<file path="src/rtl/alarm_pkg.sv">
// Shared definitions for the status link scheduler: link FSM states,
// requester indices and the default message width.
package alarm_pkg;

    typedef enum logic [1:0] {
        ST_IDLE = 2'd0,
        ST_SEND = 2'd1,
        ST_GAP  = 2'd2
    } link_state_e;

    localparam logic [1:0] SRC_ALARM = 2'd0;
    localparam logic [1:0] SRC_STATE = 2'd1;
    localparam logic [1:0] SRC_KEY   = 2'd2;
    localparam logic [1:0] SRC_HB    = 2'd3;

    localparam int unsigned MSG_W_DEF = 4;

    // One-hot grant vector for a source index; the heartbeat grants nobody.
    function automatic logic [2:0] src_onehot(input logic [1:0] src);
        logic [2:0] oh;
        case (src)
            SRC_ALARM: oh = 3'b001;
            SRC_STATE: oh = 3'b010;
            SRC_KEY:   oh = 3'b100;
            default:   oh = 3'b000;
        endcase
        return oh;
    endfunction

endpackage

</file>
<file path="src/rtl/status_frame_shifter.sv">
// Parallel-in / serial-out frame register, MSB first.
module status_frame_shifter
    import alarm_pkg::*;
#(
    parameter int unsigned MSG_W = MSG_W_DEF
) (
    input  logic             clk_i,
    input  logic             rst_i,
    input  logic             load_i,
    input  logic             shift_i,
    input  logic [MSG_W-1:0] data_i,
    output logic             ser_o
);

    logic [MSG_W-1:0] sreg_q;

    // Load a new message or move the next bit into the MSB position.
    always_ff @(posedge clk_i) begin
        if (rst_i) begin
            sreg_q <= '0;
        end else if (load_i) begin
            sreg_q <= data_i;
        end else if (shift_i) begin
            sreg_q <= sreg_q << 1;
        end
    end

    assign ser_o = sreg_q[MSG_W-1];

endmodule

</file>
<file path="src/rtl/status_link_scheduler.sv">
// Shares the serial status channel between the alarm, state-report and
// key-feedback requesters, framing one message per slot with a stand-by gap
// and resending the last message as a heartbeat when the link stays idle.
module status_link_scheduler
    import alarm_pkg::*;
#(
    parameter int unsigned MSG_W   = MSG_W_DEF,
    parameter int unsigned SB      = 3,
    parameter int unsigned REFRESH = 16,
    parameter int unsigned CNT_W   = 8
) (
    input  logic               CLK,
    input  logic               RST,
    input  logic [2:0]         REQ,
    input  logic [3*MSG_W-1:0] MSG_IN,
    output logic [2:0]         GRANT,
    output logic               BUSY,
    output logic               STATUS_OUT,
    output logic               STATUS_SEND,
    output logic [1:0]         LAST_SRC
);

    localparam logic [CNT_W-1:0] LAST_BIT  = CNT_W'(MSG_W - 1);
    localparam logic [CNT_W-1:0] LAST_GAP  = CNT_W'((SB == 0) ? 0 : SB - 1);
    localparam logic [CNT_W-1:0] LAST_IDLE = CNT_W'((REFRESH == 0) ? 0 : REFRESH - 1);
    localparam logic [CNT_W-1:0] CNT_ONE   = CNT_W'(1);
    localparam bit               HB_EN     = (REFRESH != 0);
    localparam bit               HAS_GAP   = (SB != 0);

    link_state_e      state_q;
    logic [CNT_W-1:0] phase_q;
    logic [CNT_W-1:0] idle_q;
    logic [MSG_W-1:0] last_msg_q;
    logic [1:0]       ptr_q;
    logic [1:0]       last_src_q;
    logic [2:0]       grant_q;
    logic             busy_q;
    logic             sout_q;
    logic             ssend_q;

    logic             any_req;
    logic             hb_fire;
    logic             start;
    logic             shift_en;
    logic             ser;
    logic [1:0]       win_src;
    logic [MSG_W-1:0] win_msg;
    logic [MSG_W-1:0] load_msg;

    // Arbitration and frame-start decision for the current IDLE cycle.
    always_comb begin
        any_req = |REQ;
        win_src = SRC_STATE;
        if (REQ[0]) begin
            win_src = SRC_ALARM;
        end else if (REQ[1] && REQ[2]) begin
            win_src = ptr_q;
        end else if (REQ[2]) begin
            win_src = SRC_KEY;
        end
        case (win_src)
            SRC_ALARM: win_msg = MSG_IN[0 +: MSG_W];
            SRC_STATE: win_msg = MSG_IN[MSG_W +: MSG_W];
            default:   win_msg = MSG_IN[2*MSG_W +: MSG_W];
        endcase
        hb_fire  = HB_EN && !any_req && (idle_q == LAST_IDLE);
        start    = (state_q == ST_IDLE) && (any_req || hb_fire);
        load_msg = any_req ? win_msg : last_msg_q;
        shift_en = (state_q == ST_SEND);
    end

    status_frame_shifter #(
        .MSG_W (MSG_W)
    ) u_shifter (
        .clk_i   (CLK),
        .rst_i   (RST),
        .load_i  (start),
        .shift_i (shift_en),
        .data_i  (load_msg),
        .ser_o   (ser)
    );

    // Link FSM; pin outputs are registered so they trail the state by one
    // cycle, which is why BUSY stays high through the IDLE cycle after GAP.
    always_ff @(posedge CLK) begin
        if (RST) begin
            state_q    <= ST_IDLE;
            phase_q    <= '0;
            idle_q     <= '0;
            last_msg_q <= '0;
            ptr_q      <= SRC_STATE;
            last_src_q <= SRC_HB;
            grant_q    <= '0;
            busy_q     <= 1'b0;
            sout_q     <= 1'b0;
            ssend_q    <= 1'b0;
        end else begin
            grant_q <= '0;
            case (state_q)
                ST_IDLE: begin
                    ssend_q <= 1'b0;
                    sout_q  <= 1'b0;
                    if (start) begin
                        state_q <= ST_SEND;
                        phase_q <= '0;
                        idle_q  <= '0;
                        busy_q  <= 1'b1;
                        if (any_req) begin
                            grant_q    <= src_onehot(win_src);
                            last_src_q <= win_src;
                            last_msg_q <= win_msg;
                            if (win_src != SRC_ALARM) begin
                                ptr_q <= (win_src == SRC_STATE) ? SRC_KEY : SRC_STATE;
                            end
                        end else begin
                            last_src_q <= SRC_HB;
                        end
                    end else begin
                        busy_q <= 1'b0;
                        if (HB_EN) begin
                            idle_q <= idle_q + CNT_ONE;
                        end
                    end
                end
                ST_SEND: begin
                    ssend_q <= 1'b1;
                    sout_q  <= ser;
                    busy_q  <= 1'b1;
                    if (phase_q == LAST_BIT) begin
                        phase_q <= '0;
                        state_q <= HAS_GAP ? ST_GAP : ST_IDLE;
                    end else begin
                        phase_q <= phase_q + CNT_ONE;
                    end
                end
                ST_GAP: begin
                    ssend_q <= 1'b0;
                    sout_q  <= 1'b0;
                    busy_q  <= 1'b1;
                    if (phase_q == LAST_GAP) begin
                        phase_q <= '0;
                        state_q <= ST_IDLE;
                    end else begin
                        phase_q <= phase_q + CNT_ONE;
                    end
                end
                default: begin
                    state_q <= ST_IDLE;
                    busy_q  <= 1'b0;
                    ssend_q <= 1'b0;
                    sout_q  <= 1'b0;
                end
            endcase
        end
    end

    assign GRANT       = grant_q;
    assign BUSY        = busy_q;
    assign STATUS_OUT  = sout_q;
    assign STATUS_SEND = ssend_q;
    assign LAST_SRC    = last_src_q;

endmodule

</file>
<file path="config.mk">
export PLATFORM = sky130hd
export DESIGN_NAME = status_link_scheduler
export DESIGN_NICKNAME = d
export VERILOG_FILES = /design/src/rtl/alarm_pkg.sv /design/src/rtl/status_frame_shifter.sv /design/src/rtl/status_link_scheduler.sv
export SDC_FILE = /design/constraint.sdc
export NUM_CORES = 1
export LEC_CHECK = 0
export ABC_AREA = 1
export BUFFER_PORTS_ARGS = -buffer_cell sky130_fd_sc_hd__buf_2
export CORE_ASPECT_RATIO = 0.5
export CORE_MARGIN = 8
export CORE_UTILIZATION = 50
export CTS_BUF_LIST = sky130_fd_sc_hd__clkbuf_4 sky130_fd_sc_hd__clkbuf_8 sky130_fd_sc_hd__clkbuf_16
export CTS_CLUSTER_SIZE = 12
export DETAILED_ROUTE_END_ITERATION = 10
export PLACE_DENSITY_LB_ADDON = 0.1
export SLEW_MARGIN = 20
export SYNTH_ARGS = -nofsm -noshare
export SYNTH_HDL_FRONTEND = slang
export SYNTH_SLANG_ARGS = --single-unit
</file>
<file path="constraint.sdc">
create_clock -name CLK -period 3.75 [get_ports CLK]
set_clock_uncertainty 0.05 [all_clocks]
set_input_delay 0.375 -clock CLK [delete_from_list [all_inputs] [get_ports CLK]]
set_output_delay 0.375 -clock CLK [all_outputs]
set_load 0.01 [all_outputs]
</file>
==> flow_summary.json, run 1 <==
{
  "fin_crit_ps": 1860,
  "rr_worst_depth": 9,
  "whs_path_depth": 2,
  "syn_area_sq_mm": 0.00194,
  "worstPathRequired_ps": 3880,
  "m1WireLength_um": 1870,
  "synth_nets": 285,
  "ios": 25,
  "max-vdd-ir-drop_mv": 0.254,
  "period_share_pct": 49.7,
  "floorplan.die.height_um": 60.0,
  "area_growth_pct": 11.2,
  "cts_buffer_depth": 2,
  "startpoint_type": "flop",
  "portBuffers": 24,
  "tns_ps": 0,
  "power_density_mw_per_mm2": 568,
  "ant_nets": 0,
  "critPathBufInv": 1,
  "rows": 16,
  "worst_setup_path_end_kind": "flop",
  "cts_tree": "built",
  "overflow": 0,
  "cpMaxStageDelayCell": "ha_1",
  "nets": 312,
  "firstDrtPassIters": 6,
  "syn_inst": 260,
  "wl_met2_um": 1830,
  "die-area_sq_mm": 0.00624,
  "cp_data_arrival_time_ps": 2000,
  "status": "complete, no violations",
  "tightest_slew_ps": 591,
  "insertion_delay_ps": 290,
  "numCtsBuffers": 5,
  "root_buffer": "clkbuf_8",
  "postCtsSetupBuffers": 0,
  "initial_core_util_pct": 50.9,
  "ys_seq_area_share_pct": 37.2,
  "cp_slowest_stage_delay_ps": 550,
  "setup_viol": 0,
  "gp_congestion": 0.863,
  "wl_per_cell_um": 11.5,
  "grt_antenna_before_repair": 0,
  "maxSlewViolCount": 0,
  "yosysWarningCount": 0,
  "ys_seq_elements": 36,
  "grt_pass1_vias": 1638,
  "worstPathMaxFanout": 10,
  "drtIter0Drc": 30,
  "hold_buffers": 0,
  "highest_layer": "met4",
  "dp_cells": 334,
  "clk_pin_slew_ps": 70,
  "crit_chain": "inv_1 > ha_1 > nand2_4 > nor2_4 > nand3_2 > nor2_1 > nand2_1 > xor2_1 > nor2_2",
  "core_area_sq_mm": 0.00380,
  "track_usage_pct": 13.3,
  "grt_max_degree": 19,
  "wl_met3_um": 167,
  "stdcell_count": 341,
  "synth_cell_types": 32,
  "routed-via-count": 1664,
  "clock.fmax_mhz": 537,
  "finalWirelength_um": 3910,
  "cts.sinks": 36,
  "hold_viol": 0,
  "hp-class": "flop to flop",
  "utilization_pct": 56.6,
  "layout-drive-gt1-share_pct": 20.6,
  "worst-setup-path-type": "flop to flop",
  "cp_num_cells": 9,
  "crit_family": "adder cells",
  "post-dp-hpwl_um": 3020,
  "maxCapViolCount": 0,
  "die_width_um": 104,
  "antenna_cells": 0,
  "avgSynthCellArea_sq_um": 7.45,
  "relSlewSlack_pct": 60.6,
  "htreeDepth": 2,
  "drc": 0,
  "rsz0062_at_grt": "no",
  "p_leak_nw": 0.962,
  "via_per_inst": 4.88,
  "grt_pass1_wl_um": 6720,
  "cts_resized": 0
}
worst register-to-register path, stage by stage (launching register included):
cell,delay (ps)
dfxtp_1,330
inv_1,120
ha_1,550
nand2_4,100
nor2_4,120
nand3_2,70
nor2_1,130
nand2_1,80
xor2_1,160
nor2_2,40
power by group:
group	switching [W]	total, W	internal [W]
clock	0.000131	0.000264	0.000133
combinational	0.000302	0.000465	0.000163
sequential	0.0000376	0.000495	0.000457
layer usage:
layer / global-route usage, % / vias up
met5: 0 / -
met4: 5.50 / 0
met3: 4.84 / 5
met2: 23.6 / 23
met1: 14.6 / 759
li1: - / 877
final cells by class:
cell class	instances	area, sq um
clock buffer	6	76.3
clock inverter	1	5.00
fill	380	1650
inverter	34	135
multi-input combinational	186	1030
sequential	36	721
tap	54	67.6
timing repair buffer	24	120
worst paths after layout:
| check | from | endpoint | slack, ps |
|---|---|---|---|
| setup / recovery | state_q[1]$_SDFFE_PP0P_ | idle_q[7]$_SDFFE_PP0N_ | 1890 |
| hold / removal | u_shifter.sreg_q[3]$_SDFFE_PP0P_ | STATUS_OUT$_SDFF_PP0_ | 400 |
| setup reg to reg | state_q[1]$_SDFFE_PP0P_ | idle_q[7]$_SDFFE_PP0N_ | 1890 |
| hold reg to reg | u_shifter.sreg_q[3]$_SDFFE_PP0P_ | STATUS_OUT$_SDFF_PP0_ | 400 |
flip-flops by register name, summed over array words and instances (netlist names):
name	count
idle_q	8
LAST_SRC	2
last_msg_q	4
BUSY	1
u_shifter.sreg_q	4
GRANT	3
state_q	2
STATUS_SEND	1
ptr_q	2
STATUS_OUT	1
phase_q	8
cell usage after synthesis, drive strengths merged:
library cell | instances | area, sq um
ha | 8 | 100
inv | 33 | 126
buf | 3 | 37.5
dfxtp | 36 | 721
o21ai | 14 | 85.1
o31ai | 1 | 7.51
xor2 | 5 | 43.8
clkinv | 1 | 8.76
nor3 | 6 | 35.0
nor3b | 1 | 7.51
nand2 | 63 | 290
nand4 | 3 | 18.8
or2 | 2 | 12.5
nand3b | 3 | 22.5
nand3 | 21 | 135
nor2 | 43 | 184
clkbuf | 1 | 13.8
a21oi | 16 | 87.6
layout by cell type (no fill, tap or decap):
cell type  Yosys  layout
o21ai_2        4       4
inv_1         31      31
clkinv_2       0       1
nand4_1        3       3
inv_2          1       1
o21ai_1        2       2
xor2_1         5       5
a21oi_1       14      14
o21ai_0        8       8
nand3_4        2       2
nand2_4        4       4
ha_1           8       8
nor2_1        38      38
inv_4          1       1
o31ai_1        1       1
nor3_1         5       5
nand2_1       55      55
nor2_4         2       2
nand2_2        3       3
nand3b_1       3       3
nor3b_1        1       1
buf_2          0      24
nor3_2         1       1
or2_2          2       2
clkbuf_4       0       1
nand3_1       18      18
nand2_8        1       1
nand3_2        1       1
nor2_2         3       3
clkbuf_8       1       5
clkinv_4       1       1
a21oi_2        2       2
dfxtp_1       36      36
cell families after synthesis:
logic type,after synthesis,share of synthesized area (%)
xor+xnor,5,2.26
buf+inv,38,9.62
flops,36,37.2
simple gates,142,36.4
compound gates,31,9.30
fa+ha+maj,8,5.17
stage by stage:
step | total power (W) | cell area, sq um | hold WS, ps | setup WS (ps)
after CTS | 0.00124 | 2150 | 398 | 1860
after global routing | 0.00133 | 2150 | 414 | 1680
after floorplan | 0.000889 | 1940 | 365 | 2260
final | 0.00122 | 2150 | 398 | 1890
after detailed placement | 0.000971 | 2070 | 387 | 1870
after global placement | 0.000956 | 2070 | 387 | 1960
Power figures use the tool's default switching activity.
==> run 2, diff against run 1 <==
ABC_AREA = 0   (was 1)
clock period = 1.7 ns   (was 3.75 ns; I/O delays follow)
==> run 2 against run 1 <==
Effect of this change: the flow now finishes with violations (setup timing); critical path depth decreased by 3; core utilization is 13 points higher; final area rose by 22%; maximum frequency fell by 0.24%; cell count is 2.3% lower; highest routed layer unchanged.
==> flow_summary.json, run 2 <==
{
  "htreeDepth": 2,
  "syn_inst": 216,
  "worstPathRequired_ps": 1830,
  "cp_data_arrival_time_ps": 1990,
  "fin_crit_ps": 1870,
  "yosysWarningCount": 0,
  "synth_compound_area_share_pct": 25.8,
  "worstPathMaxFanout": 4,
  "p_leak_nw": 1.03,
  "ant_nets": 0,
  "internal_power_w": 0.00203,
  "synth_cell_types": 54,
  "final_common_cell": "buf_4",
  "finalPower_w": 0.00302,
  "layout-drive-gt1-share_pct": 37.6,
  "p_switching_w": 0.000990,
  "synth_nets": 241,
  "avgSynthCellArea_sq_um": 8.96,
  "core_area_sq_mm": 0.00380,
  "clock_power_share_pct": 24.9,
  "firstDrtPassIters": 4,
  "cts_buffer_depth": 2,
  "p_seq_share_pct": 35.9,
  "setup_viol": 13,
  "grt_pass1_vias": 1893,
  "hp-class": "primary input to flop",
  "worst-setup-path-type": "flop to flop",
  "portBuffers": 24,
  "synth-simple-area-share_pct": 23.4,
  "area_growth_pct": 35.9,
  "rsz0062_at_grt": "yes",
  "dp_slack_ps": -231,
  "grt_max_degree": 22,
  "post-dp-hpwl_um": 3790,
  "fillCellCount": 305,
  "max-vdd-ir-drop_mv": 0.440,
  "cts.sinks": 36,
  "rows": 16,
  "relSlewSlack_pct": 71.4,
  "swShare_pct": 32.8,
  "fin_ws_ps": -168,
  "track_usage_pct": 16.8,
  "numCtsBuffers": 5,
  "synthFlopType": "dfxtp_1",
  "cts_tree": "built",
  "die-area_sq_mm": 0.00624,
  "ios": 25,
  "layout_common_cells": "buf_4 (41), dfxtp_1 (34), buf_2 (24), nand2_1 (17), nor2_1 (13)",
  "finalWirelength_um": 5320,
  "tightest_slew_ps": 418,
  "synth_xor_area_share_pct": 2.71,
  "power_density_mw_per_mm2": 1150,
  "synth_common_cells": "dfxtp_1 (36), nand2_1 (18), nor2_1 (13)",
  "hold_viol": 0,
  "drtIter0Drc": 70,
  "hold_buffers": 0,
  "yosysTopAreaCell": "dfxtp_1",
  "maxSlewViolCount": 0,
  "grt_pass1_wl_um": 8600,
  "die_width_um": 104,
  "synth.most_common_cell": "dfxtp_1",
  "tns_ps": -1130,
  "floorplan.die.height_um": 60.0,
  "synthArstFlopShare_pct": 0,
  "status": "finished, violations left",
  "initial_core_util_pct": 50.9,
  "worst_setup_path_end_kind": "flop",
  "overflow": 0,
  "dp_cells": 319,
  "violations": "setup timing",
  "wl_per_cell_um": 16.0,
  "syn_area_sq_mm": 0.00194,
  "clk_pin_slew_ps": 70,
  "via_per_inst": 5.76,
  "ys_seq_elements": 36,
  "synth_top_area_share_pct": 37.2,
  "maxCapViolCount": 0,
  "antenna_cells": 0,
  "largestRegisters": "idle_q x8, phase_q x8",
  "stdcell_count": 333,
  "nets": 303,
  "pwr-share-comb_pct": 39.2,
  "insertion_delay_ps": 290,
  "root_buffer": "clkbuf_8",
  "ys_seq_area_share_pct": 37.2,
  "synth_adder_area_share_pct": 5.17,
  "gp_congestion": 0.782,
  "synth_edf_count": 0,
  "startpoint_type": "flop",
  "synthTopCellsByArea": "dfxtp_1 (37%), ha_1 (5.2%), o211ai_1 (3.9%)",
  "synth_top_family_by_area": "compound AO/OA/AOI/OAI gates",
  "utilization_pct": 69.1,
  "muxShareOfSynthArea_pct": 1.62,
  "grt_antenna_before_repair": 0,
  "clock.fmax_mhz": 535,
  "routed-via-count": 1917,
  "drc": 0,
  "period_share_pct": 110
}
-- run 2: cell types whose count changed after synthesis, moves of 10 or more --
cell	previous run	this run
nand2_1	55	18
a21oi_1	14	4
nor2_1	38	13
nand3_1	18	5
inv_1	31	8
o211ai_1	0	10
-- run 2: power by group through the flow --
stage          Combinational [W]  Clock (W)  Sequential, W
6_report                 0.00118   0.000752        0.00108
4_1_cts                  0.00111   0.000765        0.00108
5_1_grt                  0.00129   0.000807        0.00110
2_1_floorplan           0.000643          0        0.00111
3_5_place_dp             0.00107          0        0.00110
3_3_place_gp             0.00104          0        0.00109
-- run 2: cell families after synthesis --
group / after synthesis
xor gates and xnor gates: 6
DFF: 36
muxes: 3
buffers and inverters: 20
adders and majority gates: 8
AOI/OAI and AO/OA: 64
and+or+nand+nor: 79
-- run 2: layout make-up --
class	count	area (sq um)	area share [%]
clock inverters	2	35.0	1.33
clock buffers	6	76.3	2.90
well taps	54	67.6	2.57
flip-flops and latches	36	723	27.5
multi-input cells	161	1250	47.7
inverters	8	33.8	1.28
repair buffers	66	439	16.7
-- run 2: timing repair --
| item | 4_1_cts | 5_1_grt |
|---|---|---|
| endpoints found under the setup margin | 16 | 20 |
| buffers inserted | 2 | 4 |
| resized for setup | 5 | 15 |
| gates cloned | 0 | 1 |
| pin swaps | 0 | 8 |
-- run 2: final timing paths --
path,startpoint,to,slack [ps],cells after the start
setup / recovery,state_q[1]$_SDFFE_PP0P_,state_q[1]$_SDFFE_PP0P_,-170,6
hold / removal,REQ[0],GRANT[2]$_SDFF_PP0_,180,3
hold reg to reg,last_msg_q[0]$_SDFFE_PP0P_,last_msg_q[0]$_SDFFE_PP0P_,400,1
setup reg to reg,state_q[1]$_SDFFE_PP0P_,state_q[1]$_SDFFE_PP0P_,-170,6
-- run 2: per-stage QoR --
step | cell area, sq um | hold WS (ps)
after detailed placement | 2370 | 387
after global placement | 2370 | 386
after CTS | 2520 | 175
after global routing | 2630 | 209
final | 2630 | 179
after floorplan | 1960 | 368
-- run 2: metal layers --
metal	wire length, um	GRT usage (%)	share of wire, %
met1	2500	19.6	47
met2	2440	29.5	46
met3	336	5.16	6.3
met4	50	5.09	0.94
met5	0	0	0
-- run 2: worst max-delay path, stage by stage, from the launching register on --
cell      delay [ps]
dfxtp_2          340
inv_2             80
ha_4             140
or4b_4           530
a41oi_4          230
a221oi_2          80
mux2_1           310
